### config.mk
export PLATFORM = sky130hd
export DESIGN_NAME = md_hilo_sched
export DESIGN_NICKNAME = d
export VERILOG_FILES = /design/src/rtl/md_hilo_sched.sv
export SDC_FILE = /design/constraint.sdc
export NUM_CORES = 2
export LEC_CHECK = 0
export CAP_MARGIN = 20
export CORE_ASPECT_RATIO = 1.5
export CORE_MARGIN = 10
export CORE_UTILIZATION = 57
export DETAILED_ROUTE_END_ITERATION = 10
export DONT_BUFFER_PORTS = 1
export PLACE_DENSITY_LB_ADDON = 0.05
export SETUP_SLACK_MARGIN = 0.5
export SLEW_MARGIN = 40
export SYNTH_ARGS = -nofsm -noshare
export SYNTH_HDL_FRONTEND = slang
export SYNTH_SLANG_ARGS = --single-unit
### constraint.sdc
create_clock -name clk -period 14.9 [get_ports clk]
set_input_delay 4.47 -clock clk [delete_from_list [all_inputs] [get_ports clk]]
set_output_delay 4.47 -clock clk [all_outputs]
set_load 0.01 [all_outputs]
### src/rtl/md_hilo_sched.sv
// md_hilo_sched: multi-cycle MULT/MULTU/DIV/DIVU sequencer beside EX.
// Holds the pipeline while an operation runs, then presents {HI, LO}
// for exactly one cycle so the HI/LO register is written once per op.
//
//   state  | meaning
//   -------+---------------------------------------------------------
//   IDLE   | waiting; a valid md_start latches operands and stalls
//   MUL    | product already registered; counting out MUL_LAT cycles
//   DIV    | restoring divide, one quotient bit per cycle, WIDTH cycles
//   DONE   | result_valid pulse, stall released, back to IDLE next
module md_hilo_sched #(
   parameter int WIDTH   = 32,
   parameter int MUL_LAT = 2
) (
   input  logic             clk,
   input  logic             rst,
   input  logic             md_start,
   input  logic             mul_or_div,
   input  logic             md_is_sign,
   input  logic [WIDTH-1:0] src_a,
   input  logic [WIDTH-1:0] src_b,
   input  logic             flush,
   output logic             md_stall,
   output logic             result_valid,
   output logic [WIDTH-1:0] hi_out,
   output logic [WIDTH-1:0] lo_out,
   output logic             busy
);

   localparam int CNT_MAX = (WIDTH > MUL_LAT) ? WIDTH : MUL_LAT;
   localparam int CNT_W   = $clog2(CNT_MAX + 1);

   typedef enum logic [1:0] {
      S_IDLE = 2'd0,
      S_MUL  = 2'd1,
      S_DIV  = 2'd2,
      S_DONE = 2'd3
   } state_t;

   state_t state_q, state_d;

   logic [CNT_W-1:0]   cnt_q, cnt_d;
   logic [WIDTH-1:0]   a_q, a_d;        // raw dividend, kept for sign and div-by-zero
   logic [WIDTH-1:0]   b_q, b_d;        // raw divisor, kept for sign and zero test
   logic               sign_q, sign_d;
   logic [2*WIDTH-1:0] prod_q, prod_d;
   logic [WIDTH-1:0]   quo_q, quo_d;    // dividend magnitude shifting out, quotient shifting in
   logic [WIDTH:0]     rem_q, rem_d;
   logic [WIDTH-1:0]   dvs_q, dvs_d;    // divisor magnitude
   logic [WIDTH-1:0]   hi_q, hi_d;
   logic [WIDTH-1:0]   lo_q, lo_d;

   logic               start_ok;
   logic               cnt_zero;
   logic [WIDTH:0]     ext_a, ext_b;
   logic [2*WIDTH-1:0] prod_calc;
   logic [WIDTH-1:0]   abs_a, abs_b;
   logic [WIDTH+1:0]   div_shift;
   logic               div_ge;
   logic [WIDTH:0]     rem_nx;
   logic [WIDTH-1:0]   quo_nx;
   logic               neg_quo, neg_rem;
   logic               raw_stall;

   assign start_ok = md_start & ~flush;
   assign cnt_zero = (cnt_q == '0);

   // Operand preparation for both units, evaluated on the raw inputs at issue.
   always_comb begin
      ext_a     = {md_is_sign & src_a[WIDTH-1], src_a};
      ext_b     = {md_is_sign & src_b[WIDTH-1], src_b};
      prod_calc = (2*WIDTH)'($signed({{(WIDTH+1){ext_a[WIDTH]}}, ext_a}) *
                             $signed({{(WIDTH+1){ext_b[WIDTH]}}, ext_b}));
      abs_a     = (md_is_sign && src_a[WIDTH-1]) ? -src_a : src_a;
      abs_b     = (md_is_sign && src_b[WIDTH-1]) ? -src_b : src_b;
   end

   // One restoring-divide iteration on the current partial remainder.
   always_comb begin
      div_shift = {rem_q, quo_q[WIDTH-1]};
      div_ge    = (div_shift >= {2'b00, dvs_q});
      rem_nx    = div_ge ? (WIDTH+1)'(div_shift - {2'b00, dvs_q})
                         : (WIDTH+1)'(div_shift);
      quo_nx    = {quo_q[WIDTH-2:0], div_ge};
      neg_quo   = sign_q & (a_q[WIDTH-1] ^ b_q[WIDTH-1]);
      neg_rem   = sign_q & a_q[WIDTH-1];
   end

   // State register.
   always_ff @(posedge clk or posedge rst) begin
      if (rst) state_q <= S_IDLE;
      else     state_q <= state_d;
   end

   // Next-state logic; flush drops any running or finished op back to IDLE.
   always_comb begin
      state_d = state_q;
      case (state_q)
         S_IDLE: if (start_ok) state_d = mul_or_div ? S_MUL : S_DIV;
         S_MUL: begin
            if (flush)         state_d = S_IDLE;
            else if (cnt_zero) state_d = S_DONE;
         end
         S_DIV: begin
            if (flush)         state_d = S_IDLE;
            else if (cnt_zero) state_d = S_DONE;
         end
         S_DONE:  state_d = S_IDLE;
         default: state_d = S_IDLE;
      endcase
   end

   // Output decode; stall is released in the flush cycle and during reset.
   always_comb begin
      raw_stall    = 1'b0;
      result_valid = 1'b0;
      busy         = (state_q != S_IDLE);
      case (state_q)
         S_IDLE:  raw_stall = md_start;
         S_MUL:   raw_stall = 1'b1;
         S_DIV:   raw_stall = 1'b1;
         S_DONE:  result_valid = ~flush;
         default: raw_stall = 1'b0;
      endcase
      md_stall = raw_stall & ~flush & ~rst;
   end

   assign hi_out = hi_q;
   assign lo_out = lo_q;

   // Datapath next values: latch at issue, iterate, and load HI/LO on the last cycle.
   always_comb begin
      cnt_d  = cnt_q;
      a_d    = a_q;
      b_d    = b_q;
      sign_d = sign_q;
      prod_d = prod_q;
      quo_d  = quo_q;
      rem_d  = rem_q;
      dvs_d  = dvs_q;
      hi_d   = hi_q;
      lo_d   = lo_q;
      case (state_q)
         S_IDLE: begin
            if (start_ok) begin
               a_d    = src_a;
               b_d    = src_b;
               sign_d = md_is_sign;
               prod_d = prod_calc;
               quo_d  = abs_a;
               rem_d  = '0;
               dvs_d  = abs_b;
               cnt_d  = mul_or_div ? CNT_W'(MUL_LAT - 1) : CNT_W'(WIDTH - 1);
            end
         end
         S_MUL: begin
            if (!flush) begin
               if (cnt_zero) begin
                  hi_d = prod_q[2*WIDTH-1:WIDTH];
                  lo_d = prod_q[WIDTH-1:0];
               end else begin
                  cnt_d = cnt_q - 1'b1;
               end
            end
         end
         S_DIV: begin
            if (!flush) begin
               quo_d = quo_nx;
               rem_d = rem_nx;
               if (cnt_zero) begin
                  // Divide by zero reports the raw dividend and an all-ones quotient.
                  if (b_q == '0) begin
                     lo_d = '1;
                     hi_d = a_q;
                  end else begin
                     lo_d = neg_quo ? -quo_nx : quo_nx;
                     hi_d = neg_rem ? -rem_nx[WIDTH-1:0] : rem_nx[WIDTH-1:0];
                  end
               end else begin
                  cnt_d = cnt_q - 1'b1;
               end
            end
         end
         default: ;
      endcase
   end

   // Datapath registers.
   always_ff @(posedge clk or posedge rst) begin
      if (rst) begin
         cnt_q  <= '0;
         a_q    <= '0;
         b_q    <= '0;
         sign_q <= 1'b0;
         prod_q <= '0;
         quo_q  <= '0;
         rem_q  <= '0;
         dvs_q  <= '0;
         hi_q   <= '0;
         lo_q   <= '0;
      end else begin
         cnt_q  <= cnt_d;
         a_q    <= a_d;
         b_q    <= b_d;
         sign_q <= sign_d;
         prod_q <= prod_d;
         quo_q  <= quo_d;
         rem_q  <= rem_d;
         dvs_q  <= dvs_d;
         hi_q   <= hi_d;
         lo_q   <= lo_d;
      end
   end

endmodule

==> qor.csv <==
stage,metric,value,unit
yosys,ys_types,84,
timing,setup_viol,0,
timing,tns,0,ps
yosys,ys_seq_area_frac,0.135,
yosys,syn_avg_cell_area,8.80,um2
worst_setup_path,reg2reg_to,hi_out[30],
worst_setup_path,cp-start-kind,primary input,
global_route,grt.overflow.total,0,
yosys,synth-async-reset-ratio,1.00,
clock_network,cts_tree,built,
timing,tightest_slew,872,ps
floorplan,coreArea,95700,um2
worst_setup_path,required,15370,ps
hold_path,hp-class,flop to flop,
worst_setup_path,critPathArrivalTime,13030,ps
placed_design,dpl.hpwl,124,mm
floorplan,dieArea,109000,um2
placed_design,place_congestion,0.935,
worst_setup_path,crit_start,src_a[31],
routing,dr.pass1.iters,6,
layout,nNetsFinal,7364,
timing,clock_skew,29.6,ps
global_route,antenna_found_initial,8,
routing,vias,42500,
floorplan,die_y,400,um
layout,mostFrequentLayoutCells,"nand2_1, inv_1, fa_1",
clock_network,ctsResizeCount,0,
worst_setup_path,r2r_start,quo_q[31],
run,drv_cap,0,
timing,rsz0062_at_grt,no,
routing,wirelength,176,mm
timing,fin_crit,12550,ps
worst_setup_path,cp_common_cell,fa_1,
placed_design,dpl.cell_count,7153,
global_route,busiest_layer,met2,
clock_network,numCtsBuffers,27,
worst_setup_path,cp_slowest_cell,nor3_1,
yosys,syn_area,54900,um2
yosys,yosys_most_used_dff,dfrtp_1,
floorplan,die-width,273,um
clock_network,htreeDepth,1,
global_route,grt_pass1_wl,271,mm
worst_setup_path,path_depth,26,
floorplan,start_util,0.574,
floorplan,core.rowCount,139,
global_route,grt_max_degree,108,
clock_network,clock_latency,620,ps
hold_path,hp-start,a_q[28],
yosys,synth_seq_cells,297,
worst_setup_path,critical_path_class,primary input to flop,
layout,mostFrequentLayoutCell,nand2_1,
clock_network,hold_buffers,0,
layout,fill_cells,8782,
global_route,met1_usage,0.417,
routing,drc,0,
layout,final_area,56200,um2
timing,clock.fmax,79.7,MHz
layout,syn_to_final_growth,2.32,%
layout,instances_no_fill,7202,
worst_setup_path,crit_end,prod_q[60],
clock_network,clockRootBuffer,clkbuf_16,
routing,vias_per_cell,5.90,
yosys,synth-edff-count,0,
routing,ant_nets,0,
status,status,"finished, final reports clean",
worst_setup_path,slowest_delay,730,ps
yosys,yosys_warnings,0,
yosys,netlist_instances,6246,
worst_setup_path,crit_path_max_fanout,52,
worst_setup_path,cpLargestDelayFamily,adder cells,
worst_setup_path,ff2ff_setup_slack,9150,ps
floorplan,io_pins,137,
global_route,grt_use_met2,0.525,
worst_setup_path,worstRegToRegCells,21,
global_route,use_met3,0.0629,
routing,post_drt_wl_per_cell,24.4,um
placed_design,io_buffers,0,
timing,slew_violations,0,
clock_network,post_cts_buffers,0,
yosys,synth_nets,7697,
placed_design,placed_area,55300,um2
clock_network,clk_pin_slew,70,ps
worst_setup_path,cp-end-kind,flop,
worst_setup_path,cp.buffers_inverters,5,
routing,dr.first_iter.drc_count,3459,
clock_network,clock-sinks,297,
timing,hold_viol_final,0,
global_route,track_usage,0.325,
clock_network,clockBufferDepth,3,
timing,relSlewSlack,0.413,
global_route,grt_pass1_vias,44600,
layout,drive_above_1_share,0.0189,
timing,timing.final.crit_share,0.843,
==> tightest hold or removal path: stages, from the launching register on <==
cell and delay (ps):
dfrtp_1 340, nand2_1 50, nand2_1 50
==> routing by layer <==
metal | routed length, um | share of wire
met3 | 16000 | 0.091
met1 | 67200 | 0.38
met2 | 82600 | 0.47
met5 | 44 | 0.00025
met4 | 9950 | 0.057
==> per-stage QoR <==
step | util | worst slack, ps | hold slack (ps)
floorplan | - | 2230 | 438
global placement | 0.578 | 1910 | 449
detailed placement | 0.578 | 1770 | 454
CTS | 0.588 | 2400 | 471
global route | 0.588 | 2110 | 497
finish | 0.588 | 2350 | 472
==> registers in the layout (all words and copies together), names as in the netlist <==
signal,flops
a_q,32
hi_out,32
cnt_q,6
lo_out,32
dvs_q,31
sign_q,1
quo_q,32
b_q,32
state_q,2
prod_q,64
rem_q,33
==> area by class of cell <==
type	count	area, um2	share of cell area
multi-input combinational	4409	41800	0.743
sequential	297	7430	0.132
inverter	1157	4350	0.0774
tap	1269	1590	0.0282
clock buffer	34	752	0.0134
timing repair buffer	21	180	0.00320
clock inverter	13	155	0.00276
antenna	2	5.00	0.0000890
==> worst min path at each step <==
stage / endpoint / slack [ps] / depth (start not counted)
2_1_floorplan: a_q[29] / 440 / 2
4_1_cts: a_q[27] / 470 / 2
6_report: a_q[28] / 470 / 2
3_3_place_gp: a_q[12] / 450 / 2
3_5_place_dp: a_q[27] / 450 / 2
5_1_grt: a_q[27] / 500 / 2
==> cells by family after synthesis <==
kind of cell             share of synthesized area
flip-flops                                   0.135
XOR/XNOR                                    0.0341
AO/OA/AOI/OAI                               0.0864
multiplexers                               0.00421
adder cells (fa/ha/maj)                      0.468
AND/OR/NAND/NOR                              0.166
buffers and inverters                        0.106
==> cells in the mapped netlist (all sizes together) (3+ instances only) <==
cell,n,area share
a2111oi,3,0.00059
a211oi,24,0.0035
a21o,48,0.0066
a21oi,203,0.019
a221oi,3,0.00048
a22o,3,0.00048
a31o,5,0.00080
a31oi,26,0.0031
a41oi,8,0.0014
and2,374,0.043
and3,39,0.0045
and3b,3,0.00048
and4,4,0.00064
buf,65,0.0052
clkbuf,318,0.022
dfrtp,297,0.14
fa,1126,0.41
ha,255,0.058
inv,1157,0.079
mux2i,22,0.0040
nand2,1194,0.082
nand2b,28,0.0032
nand3,32,0.0029
nand3b,6,0.00082
nand4,17,0.0019
nand4b,4,0.00064
nor2,177,0.012
nor2b,12,0.0014
nor3,40,0.0036
nor4,32,0.0044
o211a,3,0.00055
o211ai,20,0.0030
o21a,13,0.0018
o21ai,320,0.029
o21bai,15,0.0020
o22ai,33,0.0038
o31a,5,0.00080
o31ai,28,0.0039
o41ai,10,0.0019
or2,6,0.00068
or3,21,0.0026
or4,7,0.0011
xnor2,122,0.019
xor2,92,0.015
Power is not shown: default switching activity piles up to over one toggle a cycle in this logic, so the estimate is an artifact.
